<file path="src/rtl/bcd_7seg_scanner.sv">
// -----------------------------------------------------------------------------
// bcd_7seg_scanner
//
// Display stage that sits after the BCD digit counters. On a load strobe it takes
// a snapshot of a packed vector of BCD digits and their decimal-point requests.
// It then time-multiplexes that snapshot onto a common-anode 7-segment display.
//
// Each digit gets one scan slot of SCAN_DIV clock cycles. The scan order is
// 0..NUM_DIGITS-1, where digit 0 is the rightmost, least significant digit.
// Codes 10..15 are shown as a dash.
//
// Every output comes straight from a flop, so the display never glitches.
//
// Optional feature (compile-time macro BCD_SCAN_LZB_EN):
//   When defined, leading-zero blanking is built in. Digit k (k >= 1) shows
//   seg = 7'h7F when it and every more-significant snapshot digit are 0.
//   Digit 0 is never blanked.
//   When undefined, every digit is decoded.
//
// Parameters:
//   NUM_DIGITS  digits scanned, 1..8
//   SCAN_DIV    clk cycles per digit slot, >= 2
//
// Ports:
//   clk     in   clock, posedge
//   rst     in   synchronous active-high reset (overrides load)
//   bcd_in  in   [4*NUM_DIGITS-1:0] packed digits, digit k = bcd_in[4k+3:4k]
//   dp_in   in   [NUM_DIGITS-1:0] decimal-point request per digit, 1 = lit
//   load    in   capture bcd_in/dp_in into the snapshot this cycle
//   an      out  [NUM_DIGITS-1:0] digit enables, active-low, one-hot-low
//   seg     out  [6:0] {g,f,e,d,c,b,a}, active-low
//   dp      out  decimal point, active-low
// -----------------------------------------------------------------------------
module bcd_7seg_scanner #(
   parameter int NUM_DIGITS = 4,
   parameter int SCAN_DIV   = 50000
) (
   input  logic                    clk,
   input  logic                    rst,
   input  logic [4*NUM_DIGITS-1:0] bcd_in,
   input  logic [NUM_DIGITS-1:0]   dp_in,
   input  logic                    load,
   output logic [NUM_DIGITS-1:0]   an,
   output logic [6:0]              seg,
   output logic                    dp
);

   localparam int PW = (SCAN_DIV > 1) ? $clog2(SCAN_DIV) : 1;
   localparam int IW = (NUM_DIGITS > 1) ? $clog2(NUM_DIGITS) : 1;
   localparam logic [PW-1:0] PRESC_MAX = PW'(SCAN_DIV - 1);
   localparam logic [IW-1:0] IDX_MAX   = IW'(NUM_DIGITS - 1);

   generate
      if (SCAN_DIV < 2) begin : g_bad_scan_div
         $error("bcd_7seg_scanner: SCAN_DIV must be >= 2");
      end
      if (NUM_DIGITS < 1 || NUM_DIGITS > 8) begin : g_bad_num_digits
         $error("bcd_7seg_scanner: NUM_DIGITS must be 1..8");
      end
   endgenerate

   // Active-low decode: 0-9 are the usual glyphs, 10-15 light only g (dash).
   function automatic logic [6:0] decode7(input logic [3:0] d);
      logic [6:0] s;
      case (d)
         4'd0:    s = 7'h40;
         4'd1:    s = 7'h79;
         4'd2:    s = 7'h24;
         4'd3:    s = 7'h30;
         4'd4:    s = 7'h19;
         4'd5:    s = 7'h12;
         4'd6:    s = 7'h02;
         4'd7:    s = 7'h78;
         4'd8:    s = 7'h00;
         4'd9:    s = 7'h10;
         default: s = 7'h3F;
      endcase
      return s;
   endfunction

   logic [4*NUM_DIGITS-1:0] snap_q,    snap_d;
   logic [NUM_DIGITS-1:0]   snap_dp_q, snap_dp_d;
   logic [PW-1:0]           presc_q,   presc_d;
   logic [IW-1:0]           idx_q,     idx_d;
   logic [NUM_DIGITS-1:0]   an_q,      an_d;
   logic [6:0]              seg_q,     seg_d;
   logic                    dp_q,      dp_d;

   logic                    tick;
   logic [3:0]              cur_digit;
   logic                    cur_dp;
   logic                    cur_blank;
   logic [NUM_DIGITS-1:0]   blank_vec;

   // Leading-zero blanking flags, one per digit. They are taken from the
   // snapshot, so they are stable for the whole frame.
`ifdef BCD_SCAN_LZB_EN
   always_comb begin
      logic zero_run;
      zero_run  = 1'b1;
      blank_vec = '0;
      // Walk from the most significant digit down. Stop before digit 0 so a
      // value of zero still shows one "0".
      for (int k = NUM_DIGITS - 1; k >= 1; k--) begin
         zero_run     = zero_run & (snap_q[4*k +: 4] == 4'd0);
         blank_vec[k] = zero_run;
      end
   end
`else
   always_comb begin
      blank_vec = '0;
   end
`endif

   always_comb begin
      // Snapshot holds unless loaded, so bcd_in may change freely.
      snap_d    = load ? bcd_in : snap_q;
      snap_dp_d = load ? dp_in  : snap_dp_q;

      tick    = (presc_q == PRESC_MAX);
      presc_d = tick ? '0 : presc_q + PW'(1);

      idx_d = idx_q;
      if (tick) begin
         idx_d = (idx_q == IDX_MAX) ? '0 : idx_q + IW'(1);
      end

      // Select the current digit from the pre-edge idx and snapshot. This gives
      // the outputs exactly one cycle of latency.
      cur_digit = 4'd0;
      cur_dp    = 1'b0;
      cur_blank = 1'b0;
      an_d      = '1;
      for (int k = 0; k < NUM_DIGITS; k++) begin
         if (idx_q == IW'(k)) begin
            cur_digit = snap_q[4*k +: 4];
            cur_dp    = snap_dp_q[k];
            cur_blank = blank_vec[k];
            an_d[k]   = 1'b0;
         end
      end

      seg_d = cur_blank ? 7'h7F : decode7(cur_digit);
      dp_d  = ~cur_dp;
   end

   always_ff @(posedge clk) begin
      if (rst) begin
         snap_q    <= '0;
         snap_dp_q <= '0;
         presc_q   <= '0;
         idx_q     <= '0;
         an_q      <= '1;
         seg_q     <= 7'h7F;
         dp_q      <= 1'b1;
      end else begin
         snap_q    <= snap_d;
         snap_dp_q <= snap_dp_d;
         presc_q   <= presc_d;
         idx_q     <= idx_d;
         an_q      <= an_d;
         seg_q     <= seg_d;
         dp_q      <= dp_d;
      end
   end

   assign an  = an_q;
   assign seg = seg_q;
   assign dp  = dp_q;

endmodule

</file>
<file path="config.mk">
export PLATFORM = sky130hd
export DESIGN_NAME = bcd_7seg_scanner
export DESIGN_NICKNAME = d
export VERILOG_FILES = /design/src/rtl/bcd_7seg_scanner.sv
export SDC_FILE = /design/constraint.sdc
export NUM_CORES = 1
export LEC_CHECK = 0
export CAP_MARGIN = 0
export CELL_PAD_IN_SITES_DETAIL_PLACEMENT = 1
export CELL_PAD_IN_SITES_GLOBAL_PLACEMENT = 1
export CORE_UTILIZATION = 40
export DETAILED_ROUTE_END_ITERATION = 16
export GPL_TIMING_DRIVEN = 0
export PLACE_DENSITY_LB_ADDON = 0.1
export RECOVER_POWER = 50
export SLEW_MARGIN = 20
export SYNTH_ARGS = -nofsm -noshare
export SYNTH_HDL_FRONTEND = slang
export SYNTH_SLANG_ARGS = --single-unit
</file>
<file path="constraint.sdc">
create_clock -name clk -period 2.6 [get_ports clk]
set_input_delay 0.26 -clock clk [delete_from_list [all_inputs] [get_ports clk]]
set_output_delay 0.26 -clock clk [all_outputs]
set_load 0.01 [all_outputs]
</file>
==> metrics.md <==
| Metric | Value |
|---|---|
| Die area | `5660 um2` |
| CTS clk-pin slew, worst paths | `90 ps` |
| Core ar. | `5140 um2` |
| Routed vias | `1706` |
| Syn-to-layout area delta | `24.6%` |
| Cells after Synth | `225` |
| TritonCTS clock tree | `built` |
| CP startpoint kind | `flip-flop` |
| Power density cells | `565 nW/um2` |
| Kind of critical path | `flip-flop to flip-flop` |
| Ranking of synthesized cells by area | `dfxtp_1 (47%), mux2i_1 (9.8%), nor2_1 (6.5%)` |
| LEAKAGE | `1.07 nW` |
| Post-Syn Nets | `254` |
| Buf/Inv on CP | `2` |
| Initial antenna violation count | `0` |
| Drt via density | `5.08` |
| # DRC | `0` |
| Least-Margin Pin Slew | `775 ps` |
| Initial Util | `41.7%` |
| Endpoints failing setup | `0` |
| Vias in the first global route | `1662` |
| Hold Crit Depth | `1` |
| Antenna violation net count after detailed routing | `0` |
| Most common cell after layout, fill and taps aside | `dfxtp_1` |
| Largest net degree at the start of global routing | `16` |
| Grt met2 use | `29.1%` |
| Slew Viols, Final | `0` |
| WP depth | `8` |
| Post-DP HPWL | `3310 um` |
| Post-CTS setup buffer count | `0` |
| Min-delay worst type | `flip-flop to flip-flop` |
| Final TNS setup | `0 ps` |
| GRT met3 Usage | `4.15%` |
| Slowest stage delay, CP | `500 ps` |
| Die H | `75.2 um` |
| Horiz. Die Dim | `75.2 um` |
| Slew headroom | `48.0%` |
| Routed WL | `4530 um` |
| Fin. Hold Viols | `0` |
| Syn Std Cell Area | `2140 um2` |
| #FFs+latches synth | `50` |
| Syn. warnings | `0` |
| Total GRT Usage | `17.9%` |
| Fill count | `616` |
| Crit-path max FO | `10` |
| Antenna Cells | `0` |
| Worst-case clock buffer depth | `2` |
| Fmax | `447 MHz` |
| DR iter-0 viols | `45` |
| Crit path cell chain | `inv_1 > ha_1 > buf_2 > nor3b_1 > a211oi_2 > ha_1 > nor2_1 > o21ai_0` |
| Inserted Clock Buffers | `5` |
| Crit path top cell by count | `ha_1` |
| CP Data Required Time | `2770 ps` |
| Post-synthesis sequential area ratio | `46.7%` |
| Worst Slack Setup Final | `362 ps` |
| Total of max-cap violations | `0` |
| Share of cells above drive strength 1 | `5.26%` |
| Avg Synthesized Cell Area | `9.53 um2` |
| Placer Congestion | `0.729` |
| RSZ-0062 raised after global routing | `no` |
| Top cell family by delay on the critical path | `compound AO/OA/AOI/OAI gates` |
| PostCTS Resize Cnt | `0` |
| Period minus WS final | `2240 ps` |
| Worst hold margin | `485 ps` |
| Most frequent cells in the layout | `dfxtp_1 (50), nor2_1 (37), clkdlybuf4s50_1 (25)` |
| Post-synth top area share | `46.7%` |
| Pre-CTS WS | `391 ps` |
| DRT Pass-1 Iters | `2` |
| Global-route wire length before repair | `7530 um` |
| Peak VDD IR | `0.304 mV` |
| Hold-fix buffers, CTS | `0` |
| Layout Nets | `294` |
| Area after DPL | `2560 um2` |
| Critical Path AT | `2410 ps` |
| Leading area contributor after synthesis | `dfxtp_1` |
| Layer with the highest usage | `met2` |
| Met1 Use GR | `23.4%` |
| Root Driver | `clkbuf_8` |
| CP Capture Type | `flip-flop` |
| WL/cell | `13.5 um` |
| CTS sink cnt | `50` |
| Run status | `completed` |
| Max stage delay cell, worst path | `a211oi_2` |
| CTS H-tree depth | `2` |
| Final period util | `86.1%` |
| Count of different cell masters after synthesis | `36` |
| # port buffers | `33` |
| Grt ovf | `0` |
| Worst Clk Skew | `7.61 ps` |
| Worst R2R Path Depth | `8` |
| Num rows | `26` |
| I/O Pins | `35` |
| Worst-Skew Late Latency | `300 ps` |
| Design Area, Final | `2670 um2` |
-- cell type report --
cell class	count	area, um2	area share [%]
Inverter	6	22.5	0.843
Tap cell	70	87.6	3.28
Buffer	13	78.8	2.95
Sequential cell	50	1000	37.5
Multi-Input combinational cell	156	1040	39.0
Clock buffer	6	72.6	2.72
Timing Repair Buffer	33	330	12.4
Clock inverter	2	37.5	1.40
-- registers in the layout, summed over array words and instances, names as in the netlist --
signal	count
seg	7
snap_dp_q	4
snap_q	16
an	4
dp	1
idx_q	2
presc_q	16
-- worst paths after layout --
check | start | to | slack (ps)
max | idx_q[0]$_SDFFE_PP0N_ | seg[1]$_SDFF_PP1_ | 360
min reg2reg | presc_q[0]$_SDFF_PP0_ | presc_q[0]$_SDFF_PP0_ | 480
min | presc_q[0]$_SDFF_PP0_ | presc_q[0]$_SDFF_PP0_ | 480
max reg2reg | idx_q[0]$_SDFFE_PP0N_ | seg[1]$_SDFF_PP1_ | 360
-- power by group --
part | internal (mW) | leakage [nW] | switching (mW)
logic | 0.0847 | 0.611 | 0.0683
registers | 0.800 | 0.411 | 0.0163
clock network | 0.287 | 0.0514 | 0.255
-- logic make-up after synthesis --
group	Yosys count	share of synthesized area [%]
AND/OR/NAND/NOR	88	21.2
adder cells (fa/ha/maj)	6	3.50
flip-flops	50	46.7
XOR/XNOR	12	4.90
buffers and inverters	19	4.73
multiplexers	21	9.80
AO/OA/AOI/OAI	29	9.16
-- through the flow --
step | instances | utilization [%] | total power, mW
final | 336 | 52.0 | 1.51
after floorplan | 225 | - | 0.912
after detailed placement | 328 | 49.9 | 0.993
after CTS | 336 | 52.0 | 1.54
after global placement | 328 | 49.9 | 0.988
after global routing | 336 | 52.0 | 1.57
-- cells in the mapped netlist --
cell / instances
a221o_1: 2
mux2i_1: 21
buf_8: 1
o21ai_0: 6
nand3_1: 6
a211oi_2: 1
nand4_1: 5
nand3b_1: 5
ha_1: 6
o211ai_1: 1
o31ai_1: 1
xor2_1: 10
and3b_1: 1
inv_1: 6
a211o_1: 1
nor4bb_1: 2
clkbuf_1: 7
a221oi_1: 1
nor3b_1: 4
buf_2: 3
or3_1: 3
a2bb2oi_1: 1
and3_1: 3
and4_1: 3
a21oi_1: 8
xnor2_1: 2
nand2_1: 10
a211oi_1: 7
nor3_1: 2
nor4b_1: 1
nor2_1: 37
buf_6: 2
and2_1: 2
dfxtp_1: 50
nor2b_1: 3
or4_1: 1
-- routing by layer --
layer | wire [um] | part of all wire (%)
met5 | 0 | 0
met4 | 57 | 1.3
met3 | 121 | 2.7
met2 | 2140 | 47
met1 | 2210 | 49
Note: power is estimated with default switching activity, not from simulation.
